--- src/rtl/fmul_arbiter.sv ---
// Round-robin arbiter that shares one combinational FP32 multiplier among
// N_REQ requesters. Operands are registered in stage 1 and products in stage 2.
// The result register carries the ID of the requester that issued the operation.

// Combinational IEEE-754 single-precision multiplier.
// Rounds to nearest, ties to even. Subnormal inputs and underflowing results
// are flushed to signed zero. Invalid operations return the canonical quiet NaN.
module fmul (
  input  logic [31:0] a_i,
  input  logic [31:0] b_i,
  output logic [31:0] c_o
);

  logic        sign;
  logic [7:0]  ea, eb;
  logic [22:0] fa, fb;
  logic        a_zero, b_zero, a_inf, b_inf, a_nan, b_nan;
  logic [47:0] prod;
  logic [22:0] mant;
  logic        guard, sticky, round_up;
  logic [23:0] mant_r;
  logic [9:0]  e_sum;

  assign sign   = a_i[31] ^ b_i[31];
  assign ea     = a_i[30:23];
  assign eb     = b_i[30:23];
  assign fa     = a_i[22:0];
  assign fb     = b_i[22:0];
  assign a_zero = (ea == 8'h00);
  assign b_zero = (eb == 8'h00);
  assign a_inf  = (ea == 8'hFF) && (fa == '0);
  assign b_inf  = (eb == 8'hFF) && (fb == '0);
  assign a_nan  = (ea == 8'hFF) && (fa != '0);
  assign b_nan  = (eb == 8'hFF) && (fb != '0);
  assign prod   = 48'({1'b1, fa}) * 48'({1'b1, fb});

  // Normalise, round and pack; special operands override the normal path.
  always_comb begin
    c_o = '0;
    if (prod[47]) begin
      mant   = prod[46:24];
      guard  = prod[23];
      sticky = |prod[22:0];
    end else begin
      mant   = prod[45:23];
      guard  = prod[22];
      sticky = |prod[21:0];
    end
    round_up = guard & (sticky | mant[0]);
    mant_r   = {1'b0, mant} + {23'b0, round_up};
    // Biased exponent sum plus 127; rounding carry bumps the exponent and
    // leaves mant_r[22:0] at zero, which is the correct fraction.
    e_sum    = {2'b0, ea} + {2'b0, eb} + {9'b0, prod[47]} + {9'b0, mant_r[23]};

    if (a_nan || b_nan || (a_inf && b_zero) || (b_inf && a_zero)) begin
      c_o = 32'h7FC0_0000;
    end else if (a_inf || b_inf) begin
      c_o = {sign, 8'hFF, 23'b0};
    end else if (a_zero || b_zero) begin
      c_o = {sign, 31'b0};
    end else if (e_sum >= 10'd382) begin
      c_o = {sign, 8'hFF, 23'b0};
    end else if (e_sum <= 10'd127) begin
      c_o = {sign, 31'b0};
    end else begin
      c_o = {sign, 8'(e_sum - 10'd127), mant_r[22:0]};
    end
  end

endmodule

module fmul_arbiter #(
  parameter int DATA_WIDTH = 32,
  parameter int N_REQ      = 4,
  parameter int ID_W       = (N_REQ > 1) ? $clog2(N_REQ) : 1,
  parameter int CNT_W      = 16
) (
  input  logic                        clk_i,
  input  logic                        rst_i,
  input  logic [N_REQ-1:0]            req_valid_i,
  input  logic [N_REQ*DATA_WIDTH-1:0] req_a_i,
  input  logic [N_REQ*DATA_WIDTH-1:0] req_b_i,
  output logic [N_REQ-1:0]            req_ready_o,
  output logic                        res_valid_o,
  output logic [DATA_WIDTH-1:0]       res_data_o,
  output logic [ID_W-1:0]             res_id_o,
  input  logic                        res_ready_i,
  output logic                        busy_o,
  output logic [CNT_W-1:0]            op_count_o
);

  localparam int unsigned NR = N_REQ;

  logic                  s1_valid;
  logic [DATA_WIDTH-1:0] s1_a, s1_b;
  logic [ID_W-1:0]       s1_id;
  logic [ID_W-1:0]       rr_ptr;

  logic                  s1_adv, s2_adv;
  logic                  grant_any;
  logic [ID_W-1:0]       grant_id;
  logic [ID_W-1:0]       ptr_next;
  logic                  accept;
  logic [DATA_WIDTH-1:0] sel_a, sel_b;
  logic [DATA_WIDTH-1:0] mul_c;
  int unsigned           rr_idx;

  assign s2_adv = !res_valid_o || res_ready_i;
  assign s1_adv = !s1_valid || s2_adv;
  assign busy_o = s1_valid || res_valid_o;

  // Round-robin search over req_valid_i starting at the pointer.
  always_comb begin
    grant_any = 1'b0;
    grant_id  = '0;
    rr_idx    = 0;
    for (int unsigned i = 0; i < NR; i++) begin
      rr_idx = (32'(rr_ptr) + i) % NR;
      if (!grant_any && req_valid_i[ID_W'(rr_idx)]) begin
        grant_any = 1'b1;
        grant_id  = ID_W'(rr_idx);
      end
    end
  end

  assign accept   = s1_adv && grant_any;
  assign ptr_next = (grant_id == ID_W'(NR - 1)) ? '0 : ID_W'(grant_id + 1'b1);

  // Drive a single ready bit for the winner, only while stage 1 can take it.
  always_comb begin
    req_ready_o = '0;
    if (accept) begin
      req_ready_o[grant_id] = 1'b1;
    end
  end

  // Operand multiplexer for the granted requester.
  always_comb begin
    sel_a = '0;
    sel_b = '0;
    for (int unsigned k = 0; k < NR; k++) begin
      if (grant_id == ID_W'(k)) begin
        sel_a = req_a_i[k*DATA_WIDTH +: DATA_WIDTH];
        sel_b = req_b_i[k*DATA_WIDTH +: DATA_WIDTH];
      end
    end
  end

  fmul u_fmul (
    .a_i (s1_a),
    .b_i (s1_b),
    .c_o (mul_c)
  );

  // Stage 1 operand register and round-robin pointer.
  always_ff @(posedge clk_i or posedge rst_i) begin
    if (rst_i) begin
      s1_valid <= 1'b0;
      s1_a     <= '0;
      s1_b     <= '0;
      s1_id    <= '0;
      rr_ptr   <= '0;
    end else if (s1_adv) begin
      s1_valid <= accept;
      if (accept) begin
        s1_a   <= sel_a;
        s1_b   <= sel_b;
        s1_id  <= grant_id;
        rr_ptr <= ptr_next;
      end
    end
  end

  // Stage 2 result register; data and ID hold when a bubble moves in.
  always_ff @(posedge clk_i or posedge rst_i) begin
    if (rst_i) begin
      res_valid_o <= 1'b0;
      res_data_o  <= '0;
      res_id_o    <= '0;
    end else if (s2_adv) begin
      res_valid_o <= s1_valid;
      if (s1_valid) begin
        res_data_o <= mul_c;
        res_id_o   <= s1_id;
      end
    end
  end

  // Count completed result handshakes, wrapping naturally.
  always_ff @(posedge clk_i or posedge rst_i) begin
    if (rst_i) begin
      op_count_o <= '0;
    end else if (res_valid_o && res_ready_i) begin
      op_count_o <= op_count_o + 1'b1;
    end
  end

endmodule

--- config.mk ---
export PLATFORM = sky130hd
export DESIGN_NAME = fmul_arbiter
export DESIGN_NICKNAME = d
export VERILOG_FILES = /design/src/rtl/fmul_arbiter.sv
export SDC_FILE = /design/constraint.sdc
export NUM_CORES = 2
export LEC_CHECK = 0
export CORE_MARGIN = 8
export CORE_UTILIZATION = 40
export CTS_BUF_LIST = sky130_fd_sc_hd__clkbuf_4 sky130_fd_sc_hd__clkbuf_8
export CTS_CLUSTER_DIAMETER = 60
export CTS_CLUSTER_SIZE = 40
export DETAILED_ROUTE_END_ITERATION = 7
export GPL_ROUTABILITY_DRIVEN = 1
export PLACE_DENSITY_LB_ADDON = 0.05
export SYNTH_ARGS = -nofsm -noshare
export SYNTH_HDL_FRONTEND = slang
export SYNTH_HIERARCHICAL = 1
export SYNTH_SLANG_ARGS = --single-unit
--- constraint.sdc ---
create_clock -name clk_i -period 17.55 [get_ports clk_i]
set_clock_uncertainty 0.1 [all_clocks]
set_input_delay 4.3875 -clock clk_i [delete_from_list [all_inputs] [get_ports clk_i]]
set_output_delay 4.3875 -clock clk_i [all_outputs]
set_load 0.1 [all_outputs]
## Word level (Yosys, flattened, before mapping)

Cells that the tools add are included.

| operators by class | value |
|---|---|
| order comparisons | 8 |
| reductions and logical operators | 36 |
| shift operators | 0 |
| eq/ne operators | 5 |
| multiply operators | 1 |
| bitwise gates (word level) | 3 |
| div/mod/pow operators | 0 |
| multiplexer cells | 36 |
| add/sub/neg operators | 10 |

Operator list:

| operator | count |
|---|---|
| 32-bit two-way mux | 9 |
| 31-bit two-way mux | 4 |
| 24-bit by 24-bit multiplier with 48-bit output | 1 |
| 23-bit zero test | 2 |
| 23-bit nonzero test | 2 |
| 23-bit by 1-bit adder with 24-bit output | 1 |
| 23-bit two-way mux | 1 |
| 23-bit OR reduction | 1 |
| 22-bit OR reduction | 1 |
| 10-bit by 1-bit adder with 10-bit output | 2 |
| 16-bit by 1-bit adder with 16-bit output (second input constant) | 1 |
| 8-bit == test (second input constant) | 2 |
| 8-bit zero test | 2 |
| 2-bit by 3-bit less-than comparator with 1-bit output (second input constant) | 5 |
| 1-bit logical AND | 12 |
| 1-bit two-way mux | 11 |
| 10-bit by 9-bit greater-or-equal comparator with 1-bit output (second input constant) | 1 |
| 10-bit by 7-bit less-or-equal comparator with 1-bit output (second input constant) | 1 |
| 2-bit two-way mux | 5 |
| 8-bit by 8-bit adder with 9-bit output | 1 |
| 1-bit binary-select mux with 2-bit select | 4 |
| 1-bit logical OR | 8 |
| 8-bit by 7-bit subtractor with 8-bit output (second input constant) | 1 |
| 1-bit zero test | 5 |
| 12 further kinds | 16 |

| word-level totals | value |
|---|---|
| bits in latches | 0 |
| RAM bits | 0 |
| register bits after elaboration | 120 |
| output and inout bits | 56 |
| memories kept | 0 |
| memory bits (read-only) | 0 |

## Longest topological paths before layout

| logic depth | value |
|---|---|
| depth in word-level cells | 17 |
| gate-level depth with buffers | 44 |

## Hierarchy

Netlist, hierarchy kept.

Modules (own cells, without submodules):

| module | area an instance (µm²) | cells an instance | instances |
|---|---|---|---|
| fmul | 21778.4 | 2623 | 1 |
| fmul_arbiter | 6995.5 | 813 | 1 |

## Least setup slack after synthesis

No wires, ideal clock.

| timing path | value |
|---|---|
| path kind | input to output |
| from | in req_valid_i[3] |
| to | out req_ready_o[3] |
| stages | 7 |
| data required time | 13062 ps |
| arrival | 6577 ps |
| slack | 6485 ps |
| path through | nand3b_1 o21ai_0 a221oi_1 ha_1 clkbuf_1 clkbuf_1 and2_1 |

| between the ends | value |
|---|---|
| word-level cells in the longest chain between the ends | 17 |

RTL lines:

| what | line | text |
|---|---|---|
| start, declared | 80 | `input logic [N_REQ-1:0] req_valid_i,` |
| 1-bit binary-select mux with 2-bit select | 119 | `if (!grant_any && req_valid_i[ID_W'(rr_idx)]) begin` |
| 1-bit two-way mux (implied by the code) | 119 |  |
| 1-bit two-way mux | 119 |  |
| 1-bit zero test | 119 |  |
| 1-bit logical AND | 119 |  |
| 1-bit two-way mux | 119 |  |
| 1-bit zero test | 119 |  |
| 1-bit logical AND | 119 |  |
| [... 2 more ...] | - |  |
| 1-bit logical AND | 119 |  |
| 2-bit two-way mux (*) | 119 |  |
| named net grant_id[1] | 101 | `logic [ID_W-1:0] grant_id;` |
| 2-bit by 3-bit less-than comparator with 1-bit output (implied by the code) or 2-bit by 1-bit greater-or-equal comparator with 1-bit output (tied branches) | 133 | `req_ready_o[grant_id] = 1'b1;` |
| 1-bit logical AND (implied by the code) | 133 |  |
| 1-bit two-way mux (implied by the code) | 133 |  |
| 1-bit demux with 2-bit select (*) | 133 |  |
| 4-bit two-way mux (*) | 132 | `if (accept) begin` |
| end, declared | 83 | `output logic [N_REQ-1:0] req_ready_o,` |

The timed path passes the listed nets; every way through them passes the cells marked *. The select of a mux whose other input is x is not followed.

## Final worst setup path

| timing path | value |
|---|---|
| from | reg s1_b[0] |
| to | reg res_data_o[18] |

| between the ends | value |
|---|---|
| word-level cells in the longest chain between the ends | 13 |

RTL lines:

| what | line | text |
|---|---|---|
| start, declared | 95 | `logic [DATA_WIDTH-1:0] s1_a, s1_b;` |
| start signal, assigned | 167 | `s1_b <= sel_b;` |
| 24-bit by 24-bit multiplier with 48-bit output | 35 | `assign prod = 48'({1'b1, fa}) * 48'({1'b1, fb});` |
| 23-bit OR reduction or 22-bit OR reduction (tied branches) | 43, 47 |  |
| 1-bit two-way mux | 40 | `if (prod[47]) begin` |
| 1-bit OR | 49 | `round_up = guard & (sticky \| mant[0]);` |
| 1-bit bitwise AND | 49 |  |
| 23-bit by 1-bit adder with 24-bit output | 50 | `mant_r = {1'b0, mant} + {23'b0, round_up};` |
| 10-bit by 1-bit adder with 10-bit output | 53 | `e_sum = {2'b0, ea} + {2'b0, eb} + {9'b0, prod[47]} + {9'b0, mant_r[23]};` |
| 10-bit by 7-bit less-or-equal comparator with 1-bit output | 63 | `end else if (e_sum <= 10'd127) begin` |
| 31-bit two-way mux | 63 |  |
| 31-bit two-way mux | 61 | `end else if (e_sum >= 10'd382) begin` |
| 31-bit two-way mux | 59 | `end else if (a_zero \|\| b_zero) begin` |
| 31-bit two-way mux | 57 | `end else if (a_inf \|\| b_inf) begin` |
| 32-bit two-way mux (*) | 55 | `if (a_nan \|\| b_nan \|\| (a_inf && b_zero) \|\| (b_inf && a_zero)) begin` |
| named net mul_c[18] | 105 | `logic [DATA_WIDTH-1:0] mul_c;` |
| end signal, assigned | 183 | `res_data_o <= mul_c;` |
| end, declared | 85 | `output logic [DATA_WIDTH-1:0] res_data_o,` |

The timed path passes the listed nets; every way through them passes the cells marked *.
A chain may end at the register's enable or synchronous reset.

==> results.txt <==
----------------------------------------------------
[Layout]
  Area used by multi-input combinational logic ... 22500 um2
  Fraction of final layout cells with drive strength greater than 1 ... 0.0607
  Layout overhead on the synthesized area ... 15.1%
  Most common cell after layout, fill and taps aside ... inv_1
  Number of cells in the finished layout apart from fillers ... 4599
  Final net count ... approximately 4600
  Top library cells by usage in the layout, fill and taps aside ... inv_1 (670), fa_1 (484), nand2_1 (410), clkdlybuf4s50_1 (318), and2_1 (257)
  Fillers ... roughly 7000
  Area taken by flip-flops and latches ... between 3000 and 4000 um2

[CTS]
  Total number of H-tree levels ... 4
  Clock Sink Count ... 120
  Library cell used as clock root buffer ... clkbuf_8
  CTS hold repair buffers ... 0
  Clock network latency to the later pin of the worst-skew pair ... 0.52 ns
  Number of clock buffers inserted by TritonCTS ... 17
  Clock transition at the registers of the reported paths ... 0.10 ns
  TritonCTS clock tree ... done
  Number of buffers inserted by post-CTS setup repair ... 0
  PostCTS Resize Cnt ... 0
  Bufs on Longest Clock Path ... 2

[Synthesis]
  Post-Syn Instances ... around 3400
  Cell types with the largest area share after synthesis ... fa_1 (34%), dfrtp_1 (10%), inv_1 (8.8%)
  YS warnings ... 6
  Synthesized netlist net count ... roughly 4400
  Synth Register Bits ... between 100 and 150
  Post-synthesis cell type count ... between 90 and 100
  FFs w/ async S/R, synth ... 1.00
  Leading area contributor after synthesis ... fa_1
  EDFF count, synth ... 0
  Yosys top cell area share ... 0.337
  Total standard cell area after synthesis ... about 29000 um2
  Post-synthesis average cell area ... ~8.4 um2
  Share of the yosys chip area belonging to registers ... 0.104
  Dominant synthesized flop cell ... dfrtp_1

[Floorplanning]
  I/O pin cnt ... 319
  Area of the die ... between 80000 and 90000 um2
  Floorplan core area ... around 70000 um2
  Initial Utilization ... 0.403
  Die span in x ... 284 um
  Die height ... around 280 um
  Row cnt ... between 90 and 100

[Global route]
  Number of antenna violations at the first check in global routing ... 9
  Pin count of the biggest net entering global routing ... 110
  Global-route wire length before repair ... 164000 um
  GRT Total Usage ... 0.262
  Grt ovf ... 0
  Vias in the first global route ... 26900

[STA]
  Final-report max-slew violation count ... 0
  Share of the clock period used by the worst path ... 0.760
  RSZ-0062 raised after global routing ... false
  Top achievable clock speed ... 0.0750 GHz
  Final Hold Viols ... 0
  Tightest slew margin relative to the limit ... 0.211
  Clock period minus final worst setup slack ... around 13 ns
  Setup TNS ... 0 ns
  Setup Viol. Count Final ... 0
  Transition time of the tightest slew-check pin ... 1.18 ns

[Setup path]
  Category of the worst setup path launch point ... register
  Worst setup path class ... register to register
  Critical Path Slowest Stage Cell ... dfrtp_1
  Maximum fanout encountered on the critical timing path ... 27
  Peak per-stage delay on the critical path ... 0.87 ns
  Required time at the worst-slack endpoint ... between 15 and 20 ns
  Worst Path Arrival ... 13.70 ns
  CP most frequent cell ... fa_1
  Setup crit end kind ... register

[Route]
  Length of the first detailed-routing pass in iterations ... 5
  Wire length per cell after detailed routing ... 22.9 um
  Final WL ... approximately 110000 um
  Vias ... 24800
  Detail Route Antenna Nets ... 0
  Number of DRC markers after the initial detailed-route iteration ... 1618
  Remaining DRCs ... 0
  DR vias/cell ... 5.40

[Placement]
  IO Port Bufs ... 318
  Inst Count DP ... 4560
  Global placement routability congestion ... 0.932
  Final HPWL from detailed placement ... 82900 um

[Min path]
  Hold/Removal Path Class ... register to register

[Run]
  Max-capacitance violation count ... 0

[Status]
  Result of the run ... finished clean

----------------------------------------------------
-- flip-flops by register name (all words and copies together) (netlist names) --
name	cells
rr_ptr	2
s1_a	32
s1_b	32
res_id_o	2
s1_valid	1
s1_id	2
op_count_o	16
res_valid_o	1
res_data_o	32
-- synthesized netlist by cell type (27+ instances only) --
cell type  instances
a21oi_1          205
a21oi_2           63
a22oi_1           65
and2_1           257
buf_2             33
clkbuf_1         142
dfrtp_1          120
fa_1             484
ha_1             196
inv_1            671
mux2_2            38
nand2_1          410
nand3_1           27
nor2_1           171
nor3_1            34
o21ai_0          109
xnor2_1           52
-- through the flow --
stage,area (um2),hold WS (ns),utilization,worst slack [ns]
after floorplan,28800,0.374,-,6.49
after global placement,32700,0.368,0.458,4.72
after detailed placement,32700,0.366,0.458,4.39
after CTS,33100,0.381,0.464,4.32
after global routing,33100,0.392,0.464,3.47
final,33100,0.376,0.464,4.21
-- layout make-up --
type,count,share of cell area
multi-input cells,2450,0.678
clock inverters,13,0.00408
diodes,8,0.000604
repair buffers,365,0.107
clock buffers,18,0.00748
well taps,950,0.0359
inverters,675,0.0766
flip-flops and latches,120,0.0907
-- final timing paths --
check,startpoint,to,slack (ns),cells after the start
setup / recovery,s1_b[0]$_DFFE_PP0P_,res_data_o[18]$_DFFE_PP0P_,4.21,39
hold / removal,op_count_o[15]$_DFFE_PP0P_,op_count_o[15]$_DFFE_PP0P_,0.38,1
setup reg to reg,s1_b[0]$_DFFE_PP0P_,res_data_o[18]$_DFFE_PP0P_,4.21,39
hold reg to reg,op_count_o[15]$_DFFE_PP0P_,op_count_o[15]$_DFFE_PP0P_,0.38,1
max in group asynchronous,rst_i,s1_a[5]$_DFFE_PP0P_,11.69,3
min in group asynchronous,rst_i,res_data_o[10]$_DFFE_PP0P_,4.18,2
-- cell families (layout without fill, tap and decap cells) --
kind of cell,count (synthesis),in the layout,synth area share
AOI/OAI and AO/OA,611,611,0.138
xor gates and xnor gates,73,73,0.0222
adders and majority gates,680,680,0.422
buffers and inverters,866,1071,0.117
DFF,120,120,0.104
muxes,46,46,0.0177
other,0,8,0
and+or+nand+nor,1040,1040,0.179
-- worst max-delay path: cells and delay by family, from the launching register on --
| kind | cells | cell delay [ns] |
|---|---|---|
| fa+ha+maj | 11 | 5.12 |
| compound gates | 13 | 3.02 |
| simple gates | 8 | 2.82 |
| buf+inv | 6 | 1.11 |
| flops | 1 | 0.87 |
| mux | 1 | 0.20 |
-- metal layers --
metal | track usage | vias up | wire length [um]
met2 | 0.453 | 800 | 52000
met4 | 0.0833 | 8 | 3310
li1 | - | 11200 | -
met1 | 0.326 | 12600 | 43600
met5 | 0 | - | 62
met3 | 0.0540 | 168 | 6530
Power is not shown: default switching activity piles up to over one toggle a cycle in this logic, so the estimate is an artifact.
